$ cat src/rtl/lsu_pkg.sv
// Shared types and helpers for the load/store requester: access sizes, FSM states,
// byte-lane mask generation and load-data extraction/extension.
package lsu_pkg;

    typedef enum logic [1:0] {
        SZ_BYTE = 2'b00,
        SZ_HALF = 2'b01,
        SZ_WORD = 2'b10
    } lsu_size_e;

    typedef enum logic [1:0] {
        StIdle,
        StAcc0,
        StAcc1,
        StResp
    } lsu_state_e;

    // Byte lanes touched across two consecutive words; size 2'b11 behaves as a word.
    function automatic logic [7:0] byte_mask(input logic [1:0] size, input logic [1:0] off);
        logic [7:0] m;
        case (size)
            SZ_BYTE: m = 8'h01;
            SZ_HALF: m = 8'h03;
            default: m = 8'h0F;
        endcase
        return m << off;
    endfunction

    function automatic logic [31:0] load_extend(input logic [63:0] raw, input logic [1:0] off,
                                                input logic [1:0] size, input logic is_unsigned);
        logic [63:0] s;
        logic [31:0] r;
        s = raw >> {off, 3'b000};
        case (size)
            SZ_BYTE: r = is_unsigned ? {24'h0, s[7:0]} : {{24{s[7]}}, s[7:0]};
            SZ_HALF: r = is_unsigned ? {16'h0, s[15:0]} : {{16{s[15]}}, s[15:0]};
            default: r = s[31:0];
        endcase
        return r;
    endfunction

endpackage

$ cat src/rtl/lsu_load_align.sv
// Combinational merge/shift/extend of a two-word load window {hi,lo} into one
// right-justified, sign- or zero-extended 32-bit value.
module lsu_load_align
    import lsu_pkg::*;
(
    input  logic [63:0] raw_i,
    input  logic [1:0]  off_i,
    input  logic [1:0]  size_i,
    input  logic        is_unsigned_i,
    output logic [31:0] data_o
);

    assign data_o = load_extend(raw_i, off_i, size_i, is_unsigned_i);

endmodule

$ cat src/rtl/lsu_mem_requester.sv
// Single-outstanding load/store requester with word-boundary splitting.
// Define LSU_MISALIGN_TRAP_EN to trap misaligned half/word accesses instead of splitting.
module lsu_mem_requester
    import lsu_pkg::*;
#(
    parameter int unsigned ADDR_WIDTH = 32,
    parameter int unsigned DATA_WIDTH = 32
) (
    input  logic                  clk,
    input  logic                  rst,
    input  logic                  req_valid,
    output logic                  req_ready,
    input  logic                  req_store,
    input  logic [1:0]            req_size,
    input  logic                  req_unsigned,
    input  logic [ADDR_WIDTH-1:0] req_addr,
    input  logic [DATA_WIDTH-1:0] req_wdata,
    output logic                  resp_valid,
    output logic [DATA_WIDTH-1:0] resp_rdata,
    output logic                  resp_err,
    output logic                  mem_en,
    output logic                  mem_we,
    output logic [3:0]            mem_be,
    output logic [ADDR_WIDTH-1:0] mem_addr,
    output logic [DATA_WIDTH-1:0] mem_wd,
    input  logic [DATA_WIDTH-1:0] mem_rd
);

    lsu_state_e  state_q;
    logic        store_q;
    logic [1:0]  size_q;
    logic        uns_q;
    logic [1:0]  off_q;
    logic [3:0]  hi_be_q;
    logic [31:0] hi_wd_q;
    logic [31:0] lo_q;

    logic [7:0]  acc_mask;
    logic [63:0] acc_wd;
    logic [63:0] align_raw;
    logic [31:0] align_data;

    always_comb begin
        acc_mask = byte_mask(req_size, req_addr[1:0]);
        acc_wd   = {32'h0, req_wdata} << {req_addr[1:0], 3'b000};
    end

    // Second word arrives live on mem_rd during ACC1, so only lo needs holding.
    always_comb begin
        align_raw = {32'h0, mem_rd};
        if (state_q == StAcc1) begin
            align_raw = {mem_rd, lo_q};
        end
    end

    lsu_load_align u_load_align (
        .raw_i        (align_raw),
        .off_i        (off_q),
        .size_i       (size_q),
        .is_unsigned_i(uns_q),
        .data_o       (align_data)
    );

`ifdef LSU_MISALIGN_TRAP_EN
    logic misalign;
    logic trap_q;
    logic err_q;

    assign misalign = ((req_size == SZ_HALF) && req_addr[0]) ||
                      (req_size[1] && (req_addr[1:0] != 2'b00));
    assign resp_err = err_q;
`else
    assign resp_err = 1'b0;
`endif

    always_ff @(posedge clk or posedge rst) begin
        if (rst) begin
            state_q    <= StIdle;
            store_q    <= 1'b0;
            size_q     <= 2'b00;
            uns_q      <= 1'b0;
            off_q      <= 2'b00;
            hi_be_q    <= 4'h0;
            hi_wd_q    <= 32'h0;
            lo_q       <= 32'h0;
            req_ready  <= 1'b1;
            resp_valid <= 1'b0;
            resp_rdata <= '0;
            mem_en     <= 1'b0;
            mem_we     <= 1'b0;
            mem_be     <= 4'h0;
            mem_addr   <= '0;
            mem_wd     <= '0;
`ifdef LSU_MISALIGN_TRAP_EN
            trap_q     <= 1'b0;
            err_q      <= 1'b0;
`endif
        end else begin
            resp_valid <= 1'b0;
            unique case (state_q)
                StIdle: begin
                    if (req_valid) begin
                        store_q   <= req_store;
                        size_q    <= req_size;
                        uns_q     <= req_unsigned;
                        off_q     <= req_addr[1:0];
                        hi_be_q   <= acc_mask[7:4];
                        hi_wd_q   <= acc_wd[63:32];
                        req_ready <= 1'b0;
                        mem_be    <= acc_mask[3:0];
                        mem_addr  <= {req_addr[ADDR_WIDTH-1:2], 2'b00};
                        mem_wd    <= acc_wd[31:0];
`ifdef LSU_MISALIGN_TRAP_EN
                        trap_q    <= misalign;
                        mem_en    <= !misalign;
                        mem_we    <= req_store && !misalign;
`else
                        mem_en    <= 1'b1;
                        mem_we    <= req_store;
`endif
                        state_q   <= StAcc0;
                    end
                end
                StAcc0: begin
                    lo_q <= mem_rd;
`ifdef LSU_MISALIGN_TRAP_EN
                    if (trap_q) begin
                        state_q    <= StResp;
                        resp_valid <= 1'b1;
                        resp_rdata <= '0;
                        err_q      <= 1'b1;
                        mem_be     <= 4'h0;
                        mem_addr   <= '0;
                        mem_wd     <= '0;
                    end else
`endif
                    if (hi_be_q != 4'h0) begin
                        state_q  <= StAcc1;
                        mem_addr <= mem_addr + ADDR_WIDTH'(4);
                        mem_be   <= hi_be_q;
                        mem_wd   <= hi_wd_q;
                    end else begin
                        state_q    <= StResp;
                        resp_valid <= 1'b1;
                        resp_rdata <= store_q ? '0 : align_data;
                        mem_en     <= 1'b0;
                        mem_we     <= 1'b0;
                        mem_be     <= 4'h0;
                        mem_addr   <= '0;
                        mem_wd     <= '0;
                    end
                end
                StAcc1: begin
                    state_q    <= StResp;
                    resp_valid <= 1'b1;
                    resp_rdata <= store_q ? '0 : align_data;
                    mem_en     <= 1'b0;
                    mem_we     <= 1'b0;
                    mem_be     <= 4'h0;
                    mem_addr   <= '0;
                    mem_wd     <= '0;
                end
                StResp: begin
                    state_q    <= StIdle;
                    req_ready  <= 1'b1;
                    resp_rdata <= '0;
`ifdef LSU_MISALIGN_TRAP_EN
                    err_q      <= 1'b0;
`endif
                end
                default: state_q <= StIdle;
            endcase
        end
    end

endmodule

$ cat config.mk
export PLATFORM = sky130hd
export DESIGN_NAME = lsu_mem_requester
export DESIGN_NICKNAME = d
export VERILOG_FILES = /design/src/rtl/lsu_pkg.sv /design/src/rtl/lsu_load_align.sv /design/src/rtl/lsu_mem_requester.sv
export SDC_FILE = /design/constraint.sdc
export NUM_CORES = 1
export LEC_CHECK = 0
export ABC_AREA = 1
export BUFFER_PORTS_ARGS = -buffer_cell sky130_fd_sc_hd__clkbuf_2
export CAP_MARGIN = 10
export CORE_MARGIN = 2
export CORE_UTILIZATION = 45
export CTS_CLUSTER_SIZE = 8
export DETAILED_ROUTE_END_ITERATION = 8
export PLACE_DENSITY = 0.71
export SLEW_MARGIN = 20
export SYNTH_ARGS = -nofsm -noshare
export SYNTH_HDL_FRONTEND = slang
export SYNTH_HIERARCHICAL = 1
export SYNTH_SLANG_ARGS = --single-unit
export TNS_END_PERCENT = 30
$ cat constraint.sdc
create_clock -name clk -period 6.1 [get_ports clk]
set_input_delay 0 -clock clk [delete_from_list [all_inputs] [get_ports clk]]
set_output_delay 0 -clock clk [all_outputs]
set_load 0.03 [all_outputs]
==> implementation parameters, run 1 <==
Parameter                              Value

Routing
  DRT iter0 DRCs ... around 920
  Post-route ant nets ... 0
  Max Used Layer ... met4
  Met2 wire length ... 14.3 mm
  Vias/cell ... approximately 5.4
  Sum of routed wire segments on met1 ... 13.0 mm
  Final Routed Wirelength ... roughly 32 mm
  Length of routed met3 wiring ... 2.62 mm
  Total number of vias ... 10,500
  Wirelength per Cell ... 16.5 um
  DRC violation count after routing ... 0
  Router iterations before antenna repair ... 7

Timing
  Worst Tran Pin Value ... 1.01 ns
  Pins over their slew limit ... 0
  Max_slew headroom ... 32.7%
  Max Clk Rate ... 0.316 GHz
  Total Neg Setup Slack ... 0 ns
  RSZ-0062 raised after global routing ... no
  Clock skew after layout ... between 0.01 and 0.015 ns
  Final critical delay including setup and external delays ... 3.16 ns
  Total setup violations reported at the end of the flow ... 0
  Share of the clock period used by the worst path ... 51.8%
  Count of final hold-check violations ... 0

Final layout
  Footprint of the multi-input gates ... 4710 um2
  Layout overhead on the synthesized area ... 26.3%
  Nets@finish ... roughly 1,700
  Layout cells sized above 1 ... between 15 and 20%
  Fill cell instance count of the final layout ... roughly 2,000
  Combined flip-flop and latch cell area ... roughly 4200 um2

Power
  Overall power consumption ... 6.62 mW
  Total power per unit cell area ... 527 nW/um2
  Maximum resistive drop on vdd ... 0.303 mV
  Leak ... 6.49 nW

Global routing
  Tot GR Track Use ... 27.4%
  Global-route wire length before repair ... 51.9 mm
  GRT overflow ... 0
  Maximum number of pins on one net before global-route repair ... 95
  Via count of the first global-routing pass ... between 10,000 and 15,000
  Number of antenna violations at the first check in global routing ... 0

Min path
  Kind of path behind the tightest hold check ... in2reg
  Instance count along the most critical hold path ... 5
  Hold Path Origin ... req_wdata[8]
  Hold-critical path endpoint ... hi_wd_q[0]

Critical path
  Critical path buffers and inverters ... 2
  Register-to-register path setup slack ... 2.94 ns
  Biggest cell delay along the critical path ... 0.84 ns
  Kind of cell with the highest combined delay on the critical path ... simple AND/OR/NAND/NOR gates
  Crit path cell chain ... inv_1, ha_1, nand2_2, nand2_4, nor2_4, nand3_1, o2111ai_1, dlygate4sd3_1
  Setup crit start kind ... register
  Data required time of the worst path ... 6.47 ns
  Register-to-Register Path Depth ... 8
  Crit Path Class ... reg2reg
  Critical Path Sink Type ... register
  Critical Path Slowest Stage Cell ... sky130_fd_sc_hd__nor2_4
  Worst Path Arrival ... approximately 3.5 ns
  Critical R2R Capture ... mem_wd[21]
  Worst-path fanout max ... 62
  Start of the worst register-to-register path ... state_q[0]

Clock tree
  Later-pin clock latency in the skew report ... 0.44 ns
  Clock sink total ... 169
  Clock tree from TritonCTS ... built
  Maximum clock path buffer count ... 2
  Root buf cell ... sky130_fd_sc_hd__clkbuf_16
  H-tree level count ... 4
  Number of buffers added by the clock tree synthesis step ... 17
  Reg clk slew, reported paths ... 0.07 ns

Floorplanning
  Starting density of the core ... ~46%
  Floorplan Core Area ... between 20,000 and 25,000 um2
  Area enclosed by the die boundary ... roughly 23,000 um2
  Top-level I/O count ... 208
  Die Height ... 153 um
  Die outline width ... roughly 150 um
  Row Count ... 54

Yosys
  Synthesis Warnings ... 6
  Mean instance size in the synthesized netlist ... 7.18 um2
  Combined area of all synthesized cells ... 9940 um2
  Number of standard cells after synthesis ... between 1,000 and 1,500

Placed design
  Weighted congestion at the end of routability-driven global placement ... 0.969
  HPWL reported at the end of detailed placement ... between 20 and 25 mm
  Buffers on Ports ... about 200

Run
  Max-capacitance violation count ... 0

Run status
  Run status ... finished, final reports clean
==> flip-flops by register name, summed over array words and instances, names as in the netlist <==
signal and cells:
off_q 2, mem_en 1, mem_be 4, store_q 1, req_ready 1, mem_addr 30
hi_be_q 3, resp_rdata 32, uns_q 1, mem_we 1, state_q 2, resp_valid 1
lo_q 32, mem_wd 32, size_q 2, hi_wd_q 24
==> metrics by stage <==
stage | worst slack [ns] | area (um2) | utilization [%] | instances | hold WS (ns)
after floorplan | 1.53 | 9950 | - | 1386 | 0.110
after global placement | 3.13 | 10900 | 50.1 | 1791 | 0.205
after detailed placement | 3.24 | 10900 | 50.1 | 1791 | 0.206
after CTS | 2.98 | 12500 | 57.6 | 1924 | 0.00586
after global routing | 2.71 | 12600 | 57.7 | 1925 | 0.0531
final | 2.94 | 12600 | 57.7 | 1926 | 0.0377
==> area by class of cell <==
| class | instances | share of cell area (%) |
|---|---|---|
| Multi-Input combinational cell | 983 | 37.5 |
| Sequential cell | 169 | 33.7 |
| Timing Repair Buffer | 310 | 16.6 |
| Inverter | 151 | 4.56 |
| Clock buffer | 18 | 3.50 |
| Tap cell | 280 | 2.79 |
| Clock inverter | 14 | 1.30 |
| Antenna cell | 1 | 0.0199 |
==> how the worst max path moves through the flow <==
stage | startpoint | to | slack, ns | depth (start not counted)
after floorplan | rst | hi_be_q[0] | 1.53 | 1
after global placement | state_q[1] | resp_rdata[23] | 3.13 | 7
after detailed placement | state_q[0] | resp_rdata[25] | 3.24 | 11
after CTS | state_q[0] | mem_wd[21] | 2.98 | 8
after global routing | state_q[0] | mem_wd[21] | 2.71 | 8
final | state_q[0] | mem_wd[21] | 2.94 | 8
==> worst register-to-register path, cell delays in order (launching register included) <==
cell	delay [ns]
sky130_fd_sc_hd__dfrtp_1	0.40
sky130_fd_sc_hd__inv_1	0.10
sky130_fd_sc_hd__ha_1	0.30
sky130_fd_sc_hd__nand2_2	0.16
sky130_fd_sc_hd__nand2_4	0.42
sky130_fd_sc_hd__nor2_4	0.85
sky130_fd_sc_hd__nand3_1	0.16
sky130_fd_sc_hd__o2111ai_1	0.14
sky130_fd_sc_hd__dlygate4sd3_1	0.58
==> power breakdown <==
group          switching (mW)  internal [mW]
registers               0.358           1.60
clock network           0.507          0.592
logic                    2.50           1.06
total                    3.37           3.25
==> layer usage <==
layer,vias to the layer above,global-route usage (%)
li1,4998,-
met1,4812,35.2
met4,0,16.0
met3,125,6.77
met5,-,0
met2,521,42.2
==> cell usage in the layout (no fill, tap or decap), types with 11 or more instances in the layout <==
| cell | instances |
|---|---|
| sky130_fd_sc_hd__a21oi_1 | 47 |
| sky130_fd_sc_hd__o22ai_1 | 16 |
| sky130_fd_sc_hd__nand2_1 | 437 |
| sky130_fd_sc_hd__nor3_1 | 11 |
| sky130_fd_sc_hd__clkbuf_16 | 17 |
| sky130_fd_sc_hd__clkbuf_2 | 204 |
| sky130_fd_sc_hd__inv_1 | 141 |
| sky130_fd_sc_hd__dfrtp_1 | 168 |
| sky130_fd_sc_hd__o21ai_0 | 151 |
| sky130_fd_sc_hd__dlygate4sd3_1 | 101 |
| sky130_fd_sc_hd__o21ai_1 | 19 |
| sky130_fd_sc_hd__nand3_1 | 152 |
| sky130_fd_sc_hd__nor2_1 | 50 |
==> timing repair <==
| action | in CTS | in global routing |
|---|---|---|
| hold endpoints to repair | 205 | 0 |
| buffers inserted | 0 | 0 |
| hold buffers | 101 | 0 |
| resized for setup | 0 | 0 |
No activity file was read; power rests on OpenSTA's default activity.
==> run 2: changes to the inputs <==
- clock period: 6.1 -> 3 ns (I/O delays scaled with it)
==> run 2 against run 1 <==
Compared with the run above:
- flip-flop and latch count did not move
- design area rose by 0.37%
- hold slack got worse by 0.021 ns
- global-route usage rose by 0.17 points
- register-to-register slack got worse by 2.5 ns
- highest routed layer unchanged
==> implementation parameters, run 2 (synthesized netlist as in run 1, its figures left out) <==
Parameter                              Value

Run status
  Run status ... finished, final reports clean (unchanged)

Final layout
  Post-Route Utilization ... 57.9% (was 57.7%)
  Cell Count, Final, Fillers Out ... 1,936 (was 1,926)
  Nets@finish ... 1,750 (was 1,741)
  Registers with the most flip-flops ... lo_q (32), mem_wd (32), resp_rdata (32) (unchanged)
  Commonest cells after routing, fill and taps aside ... 437 x sky130_fd_sc_hd__nand2_1, 204 x sky130_fd_sc_hd__clkbuf_2, 168 x sky130_fd_sc_hd__dfrtp_1 (unchanged)
  Layout cells sized above 1 ... 17.7% (was 17.0%)
  Combined flip-flop and latch cell area ... 4230 um2 (unchanged)
  Fill cell instance count of the final layout ... 2,029 (was 2,058)
  Layout overhead on the synthesized area ... 26.8% (was 26.3%)
  Footprint of the multi-input gates ... 4700 um2 (was 4710 um2)
  Most common cell after layout, fill and taps aside ... sky130_fd_sc_hd__nand2_1 (unchanged)

Floorplanning
  Area enclosed by the die boundary ... 23,300 um2 (unchanged)
  Floorplan Core Area ... 21,800 um2 (unchanged)
  Top-level I/O count ... 208 (unchanged)
  Die Height ... 153 um (unchanged)
  Die outline width ... 153 um (unchanged)
  Starting density of the core ... 45.7% (unchanged)
  Row Count ... 54 (unchanged)

Placed design
  HPWL reported at the end of detailed placement ... 22.2 mm (was 21.4 mm)
  Buffers on Ports ... 204 (unchanged)
  Weighted congestion at the end of routability-driven global placement ... 0.939 (was 0.969)
  Post-Place Cells ... 1,807 (was 1,791)

Routing
  Router iterations before antenna repair ... 6 (was 7)
  Final Routed Wirelength ... 32.5 mm (was 31.8 mm)
  DRT iter0 DRCs ... 1,020 (was 922)
  Wirelength per Cell ... 16.8 um (was 16.5 um)
  Vias/cell ... 5.41 (was 5.43)
  DRC violation count after routing ... 0 (unchanged)
  Total number of vias ... 10,500 (about the same)
  Post-route ant nets ... 0 (unchanged)

Global routing
  Met3 demand-to-capacity share in global routing ... 5.32% (was 6.77%)
  Number of antenna violations at the first check in global routing ... 2 (was 0)
  Met2 global-route usage ... 44.3% (was 42.2%)
  GRT overflow ... 0 (unchanged)
  Tot GR Track Use ... 27.6% (was 27.4%)
  Global-route wire length before repair ... 52.1 mm (was 51.9 mm)
  GR met1 Demand/Resource ... 35.7% (was 35.2%)
  Via count of the first global-routing pass ... 10,100 (about the same)
  Busiest layer in global routing ... met2 (unchanged)
  Maximum number of pins on one net before global-route repair ... 82 (was 95)

Timing
  Pins over their slew limit ... 0 (unchanged)
  Total Neg Setup Slack ... 0 ns (unchanged)
  Max_slew headroom ... 31.8% (was 32.7%)
  Clock skew after layout ... 0.00920 ns (was 0.0113 ns)
  Count of final hold-check violations ... 0 (unchanged)
  Hold slack ... 0.0165 ns (was 0.0377 ns)
  Final critical delay including setup and external delays ... 2.61 ns (was 3.16 ns)
  Total setup violations reported at the end of the flow ... 0 (unchanged)
  Max Clk Rate ... 0.383 GHz (was 0.316 GHz)
  Worst Tran Pin Value ... 1.02 ns (was 1.01 ns)
  Share of the clock period used by the worst path ... 87.0% (was 51.8%)
  RSZ-0062 raised after global routing ... no (unchanged)

Clock tree
  Maximum clock path buffer count ... 2 (unchanged)
  Number of buffers added by the clock tree synthesis step ... 17 (unchanged)
  Setup fix buffers added after clock tree synthesis ... 0 (unchanged)
  Reg clk slew, reported paths ... 0.07 ns (about the same)
  Root buf cell ... sky130_fd_sc_hd__clkbuf_16 (unchanged)
  H-tree level count ... 4 (unchanged)
  Clock tree from TritonCTS ... built (unchanged)
  Clock sink total ... 169 (unchanged)
  Later-pin clock latency in the skew report ... 0.44 ns (about the same)

Critical path
  Data required time of the worst path ... 3.37 ns (was 6.47 ns)
  Register-to-register path setup slack ... 0.39 ns (was 2.94 ns)
  Critical Path Sink Type ... register (unchanged)
  Setup crit start kind ... register (unchanged)
  Crit Path Class ... reg2reg (unchanged)
  Worst Path Arrival ... 2.98 ns (was 3.54 ns)
  Crit path cell chain ... inv_1, ha_1, a21oi_4, buf_4, nand2_2, o2111ai_1, dlygate4sd3_1 (was inv_1, ha_1, nand2_2, nand2_4, nor2_4, nand3_1, o2111ai_1, dlygate4sd3_1)
  Kind of cell with the highest combined delay on the critical path ... buffers and inverters (was simple AND/OR/NAND/NOR gates)
  Critical path buffers and inverters ... 3 (was 2)
  Worst-path fanout max ... 15 (was 62)
  Biggest cell delay along the critical path ... 0.57 ns (was 0.84 ns)
  Critical Path Slowest Stage Cell ... sky130_fd_sc_hd__dlygate4sd3_1 (was sky130_fd_sc_hd__nor2_4)

Power
  Leak ... 6.52 nW (was 6.49 nW)
  Total power per unit cell area ... 1080 nW/um2 (was 527 nW/um2)
  Maximum resistive drop on vdd ... 0.535 mV (was 0.303 mV)
  Overall power consumption ... 13.6 mW (was 6.62 mW)

Run
  Max-capacitance violation count ... 0 (unchanged)

Min path
  Kind of path behind the tightest hold check ... in2reg (unchanged)
==> run 2: area by class of cell <==
cell class,count,share of cell area (%)
repair buffers,319,17.1
diodes,2,0.0397
clock buffers,17,3.38
flip-flops and latches,169,33.6
multi-input cells,983,37.3
clock inverters,15,1.30
well taps,280,2.78
inverters,151,4.54
==> run 2: timing repair <==
item	4_1_cts	5_1_grt
endpoints found under the hold margin	132	0
hold buffers	95	0
gates resized for setup	0	0
==> run 2: worst paths after layout <==
check,startpoint,end,cells after the start
max reg2reg,state_q[0],mem_wd[22],7
min,req_wdata[15],hi_wd_q[7],5
min reg2reg,lo_q[21],lo_q[21],2
max,state_q[0],mem_wd[22],7
max in group asynchronous,rst,resp_rdata[23],4
min in group asynchronous,rst,mem_wd[15],3
==> run 2: routing by layer <==
metal / part of all wire [%] / wire length (um)
met1: 41 / 13500
met2: 47 / 15200
met3: 7.2 / 2350
met4: 4.6 / 1500
met5: 0 / 0
==> run 2: power by group <==
group          switching, mW  internal [mW]
Sequential             0.714           3.26
Clock                   1.03           1.18
Combinational           5.12           2.25
==> run 2: stage by stage <==
step	instance area (um2)	setup WS (ns)
2_1_floorplan	9950	0.803
3_5_place_dp	11100	0.691
4_1_cts	12600	0.400
3_3_place_gp	11100	0.811
6_report	12600	0.390
5_1_grt	12600	0.243
==> run 2: worst min-delay path: cells and delay by family <==
kind	cells	cell delay (ns)
compound gates	2	0.17
simple gates	2	0.12
buf+inv	1	0.11
==> run 3: changes to the inputs <==
- RECOVER_POWER: default -> 100
==> run 3 against run 2 <==
Compared with the run above:
- the run now ends with capacitance limit, slew limit left
- sequential power hardly changed
- largest cell class unchanged
- die area unchanged
- clock-buffer cell count did not move
- core utilization is 0.94 points lower
- hold slack better by 0.0086 ns
- largest power group unchanged
- flip-flop and latch count unchanged
- critical path type unchanged
- final cell count is the same
- clock power about the same
- critical path depth increased by 2
==> implementation parameters, run 3 (synthesized netlist as in run 1, its figures left out) <==
Parameter                              Value

Clock tree
  Later-pin clock latency in the skew report ... 0.44 ns (about the same)
  Clock sink total ... 169 (unchanged)
  Root buf cell ... sky130_fd_sc_hd__clkbuf_16 (unchanged)
  Reg clk slew, reported paths ... 0.07 ns (about the same)
  Post-cts gate resize count ... 0 (unchanged)
  Maximum clock path buffer count ... 2 (unchanged)
  H-tree level count ... 4 (unchanged)
  Clock tree from TritonCTS ... built (unchanged)
  Number of buffers added by the clock tree synthesis step ... 17 (unchanged)

Final layout
  Registers with the most flip-flops ... lo_q (32), mem_wd (32), resp_rdata (32) (unchanged)
  Cell Count, Final, Fillers Out ... 1,936 (unchanged)
  Nets@finish ... 1,750 (unchanged)
  Layout overhead on the synthesized area ... 24.8% (was 26.8%)
  Most common cell after layout, fill and taps aside ... sky130_fd_sc_hd__nand2_1 (unchanged)
  Layout cells sized above 1 ... 10.9% (was 17.7%)
  Commonest cells after routing, fill and taps aside ... 440 x sky130_fd_sc_hd__nand2_1, 168 x sky130_fd_sc_hd__dfrtp_1, 167 x sky130_fd_sc_hd__o21ai_0 (was 437 x sky130_fd_sc_hd__nand2_1, 204 x sky130_fd_sc_hd__clkbuf_2, 168 x sky130_fd_sc_hd__dfrtp_1)
  Post-Route Utilization ... 57.0% (was 57.9%)

Routing
  Final Routed Wirelength ... 32.5 mm (about the same)
  Router iterations before antenna repair ... 6 (unchanged)
  DRT iter0 DRCs ... 994 (was 1,020)
  Max Used Layer ... met4 (unchanged)
  DRC violation count after routing ... 0 (unchanged)
  Length of routed met3 wiring ... 2.57 mm (was 2.35 mm)
  Sum of routed wire segments on met1 ... 13.4 mm (was 13.5 mm)
  Vias/cell ... 5.45 (was 5.41)
  Post-route ant nets ... 0 (unchanged)
  Total number of vias ... 10,600 (was 10,500)
  Met2 wire length ... 15.1 mm (was 15.2 mm)
  Wirelength per Cell ... 16.8 um (about the same)

Power
  Combinational share of power ... 53.6% (was 54.4%)
  Switch share ... 51.2% (was 50.7%)
  Leak ... 6.15 nW (was 6.52 nW)
  Share of power burned in the clock network ... 16.6% (was 16.3%)
  P_int ... 6.51 mW (was 6.68 mW)
  Total power per unit cell area ... 1080 nW/um2 (about the same)
  Flop pwr share ... 29.7% (was 29.3%)
  Switching power ... 6.84 mW (was 6.87 mW)
  Maximum resistive drop on vdd ... 0.532 mV (was 0.535 mV)

Critical path
  Worst Path Arrival ... 3.03 ns (was 2.98 ns)
  Biggest cell delay along the critical path ... 0.55 ns (was 0.57 ns)
  Setup crit start kind ... register (unchanged)
  Critical path buffers and inverters ... 4 (was 3)
  Critical path's most frequent cell ... sky130_fd_sc_hd__nand2_1
  Crit path cell chain ... inv_1, ha_1, nand2_2, clkinvlp_2, nand2_1, clkinv_1, nand2_1, a31oi_1, dlygate4sd3_1 (was inv_1, ha_1, a21oi_4, buf_4, nand2_2, o2111ai_1, dlygate4sd3_1)
  Critical Path Slowest Stage Cell ... sky130_fd_sc_hd__dlygate4sd3_1 (unchanged)
  Critical Path Sink Type ... register (unchanged)
  Crit Path Class ... reg2reg (unchanged)
  Worst-path fanout max ... 10 (was 15)
  Data required time of the worst path ... 3.32 ns (was 3.37 ns)
  Kind of cell with the highest combined delay on the critical path ... buffers and inverters (unchanged)

Run
  Max-capacitance violation count ... 1 (was 0)

Global routing
  Number of antenna violations at the first check in global routing ... 2 (unchanged)
  Via count of the first global-routing pass ... 10,100 (unchanged)
  Global-route wire length before repair ... 52.1 mm (unchanged)
  GRT overflow ... 0 (unchanged)
  Maximum number of pins on one net before global-route repair ... 82 (unchanged)
  Tot GR Track Use ... 27.6% (unchanged)

Run status
  Failing checks ... capacitance limit, slew limit
  Run status ... finished with violations (was finished, final reports clean)

Timing
  Total Neg Setup Slack ... 0 ns (unchanged)
  Max_slew headroom ... -5.35% (was 31.8%)
  Count of final hold-check violations ... 0 (unchanged)
  Setup ws final ... 0.297 ns (was 0.390 ns)
  Pins over their slew limit ... 62 (was 0)
  Total setup violations reported at the end of the flow ... 0 (unchanged)
  RSZ-0062 raised after global routing ... no (unchanged)
  Worst Tran Pin Value ... 1.58 ns (was 1.02 ns)
  Final critical delay including setup and external delays ... 2.70 ns (was 2.61 ns)
  Clock skew after layout ... 0.0113 ns (was 0.00920 ns)
  Share of the clock period used by the worst path ... 90.1% (was 87.0%)
  Max Clk Rate ... 0.370 GHz (was 0.383 GHz)

Floorplanning
  Top-level I/O count ... 208 (unchanged)
  Die outline width ... 153 um (unchanged)
  Floorplan Core Area ... 21,800 um2 (unchanged)
  Row Count ... 54 (unchanged)
  Starting density of the core ... 45.7% (unchanged)
  Area enclosed by the die boundary ... 23,300 um2 (unchanged)
  Die Height ... 153 um (unchanged)

Min path
  Kind of path behind the tightest hold check ... in2reg (unchanged)

Placed design
  HPWL reported at the end of detailed placement ... 22.2 mm (unchanged)
  Worst slack, placed ... 0.691 ns (unchanged)
  Weighted congestion at the end of routability-driven global placement ... 0.939 (unchanged)
  Buffers on Ports ... 204 (unchanged)
  Post-Place Cells ... 1,807 (unchanged)
## run 3: cell count changes in the layout (fill, tap and decap cells not counted), moves of 2 or more
| cell | before | now |
|---|---|---|
| sky130_fd_sc_hd__clkinvlp_2 | 0 | 2 |
| sky130_fd_sc_hd__o21ai_1 | 19 | 3 |
| sky130_fd_sc_hd__buf_12 | 3 | 1 |
| sky130_fd_sc_hd__buf_4 | 17 | 11 |
| sky130_fd_sc_hd__o21ai_0 | 151 | 167 |
| sky130_fd_sc_hd__nand2_1 | 437 | 440 |
| sky130_fd_sc_hd__clkbuf_1 | 0 | 107 |
| sky130_fd_sc_hd__nand2_2 | 5 | 3 |
| sky130_fd_sc_hd__clkbuf_2 | 204 | 105 |
## run 3: metrics by stage
step	cell area (um2)	hold slack, ns	power, mW
final	12400	0.0251	13.4
after global routing	12400	0.0246	14.3
after CTS	12600	0.000156	13.5
after detailed placement	11100	0.0906	11.2
after global placement	11100	0.0886	11.0
after floorplan	9950	0.110	9.28
## run 3: worst register-to-register path, stage by stage (launching register included)
cell and delay [ns]:
sky130_fd_sc_hd__dfrtp_1 0.40, sky130_fd_sc_hd__inv_1 0.10, sky130_fd_sc_hd__ha_1 0.44, sky130_fd_sc_hd__nand2_2 0.12, sky130_fd_sc_hd__clkinvlp_2 0.16, sky130_fd_sc_hd__nand2_1 0.20
sky130_fd_sc_hd__clkinv_1 0.39, sky130_fd_sc_hd__nand2_1 0.16, sky130_fd_sc_hd__a31oi_1 0.08, sky130_fd_sc_hd__dlygate4sd3_1 0.55
## run 3: layer usage
metal,global-route usage (%),up-vias
met4,14.0,0
met5,0,-
li1,-,5023
met3,5.32,96
met2,44.3,504
met1,35.7,4936
## run 3: power by group through the flow
stage	Sequential, mW	Combinational, mW	Clock, mW
floorplan	4.77	4.51	0
global placement	3.97	7.04	0
detailed placement	3.99	7.18	0
CTS	3.96	7.32	2.24
global route	4.08	7.93	2.33
finish	3.97	7.16	2.22
## run 3: worst paths after layout
path | from | end | slack, ns | cells past startpoint
min | req_wdata[15] | hi_wd_q[7] | 0.03 | 5
max | state_q[0] | mem_wd[23] | 0.30 | 9
max in group asynchronous | rst | resp_rdata[23] | 0.67 | 4
min reg2reg | lo_q[21] | lo_q[21] | 0.49 | 2
max reg2reg | state_q[0] | mem_wd[23] | 0.30 | 9
min in group asynchronous | rst | mem_wd[21] | 0.29 | 3
## run 3: repair_timing
action / 4_1_cts / 5_1_grt
hold buffers: 95 / 0
setup buffers: 0 / 0
hold endpoints to repair: 132 / 0
## run 3: layout make-up
class / instances / area, um2
fillers: 2104 / 9360
multi-input cells: 983 / 4670
flip-flops and latches: 169 / 4230
repair buffers: 319 / 1980
inverters: 151 / 569
clock buffers: 17 / 425
well taps: 280 / 350
clock inverters: 15 / 164
diodes: 2 / 5.00
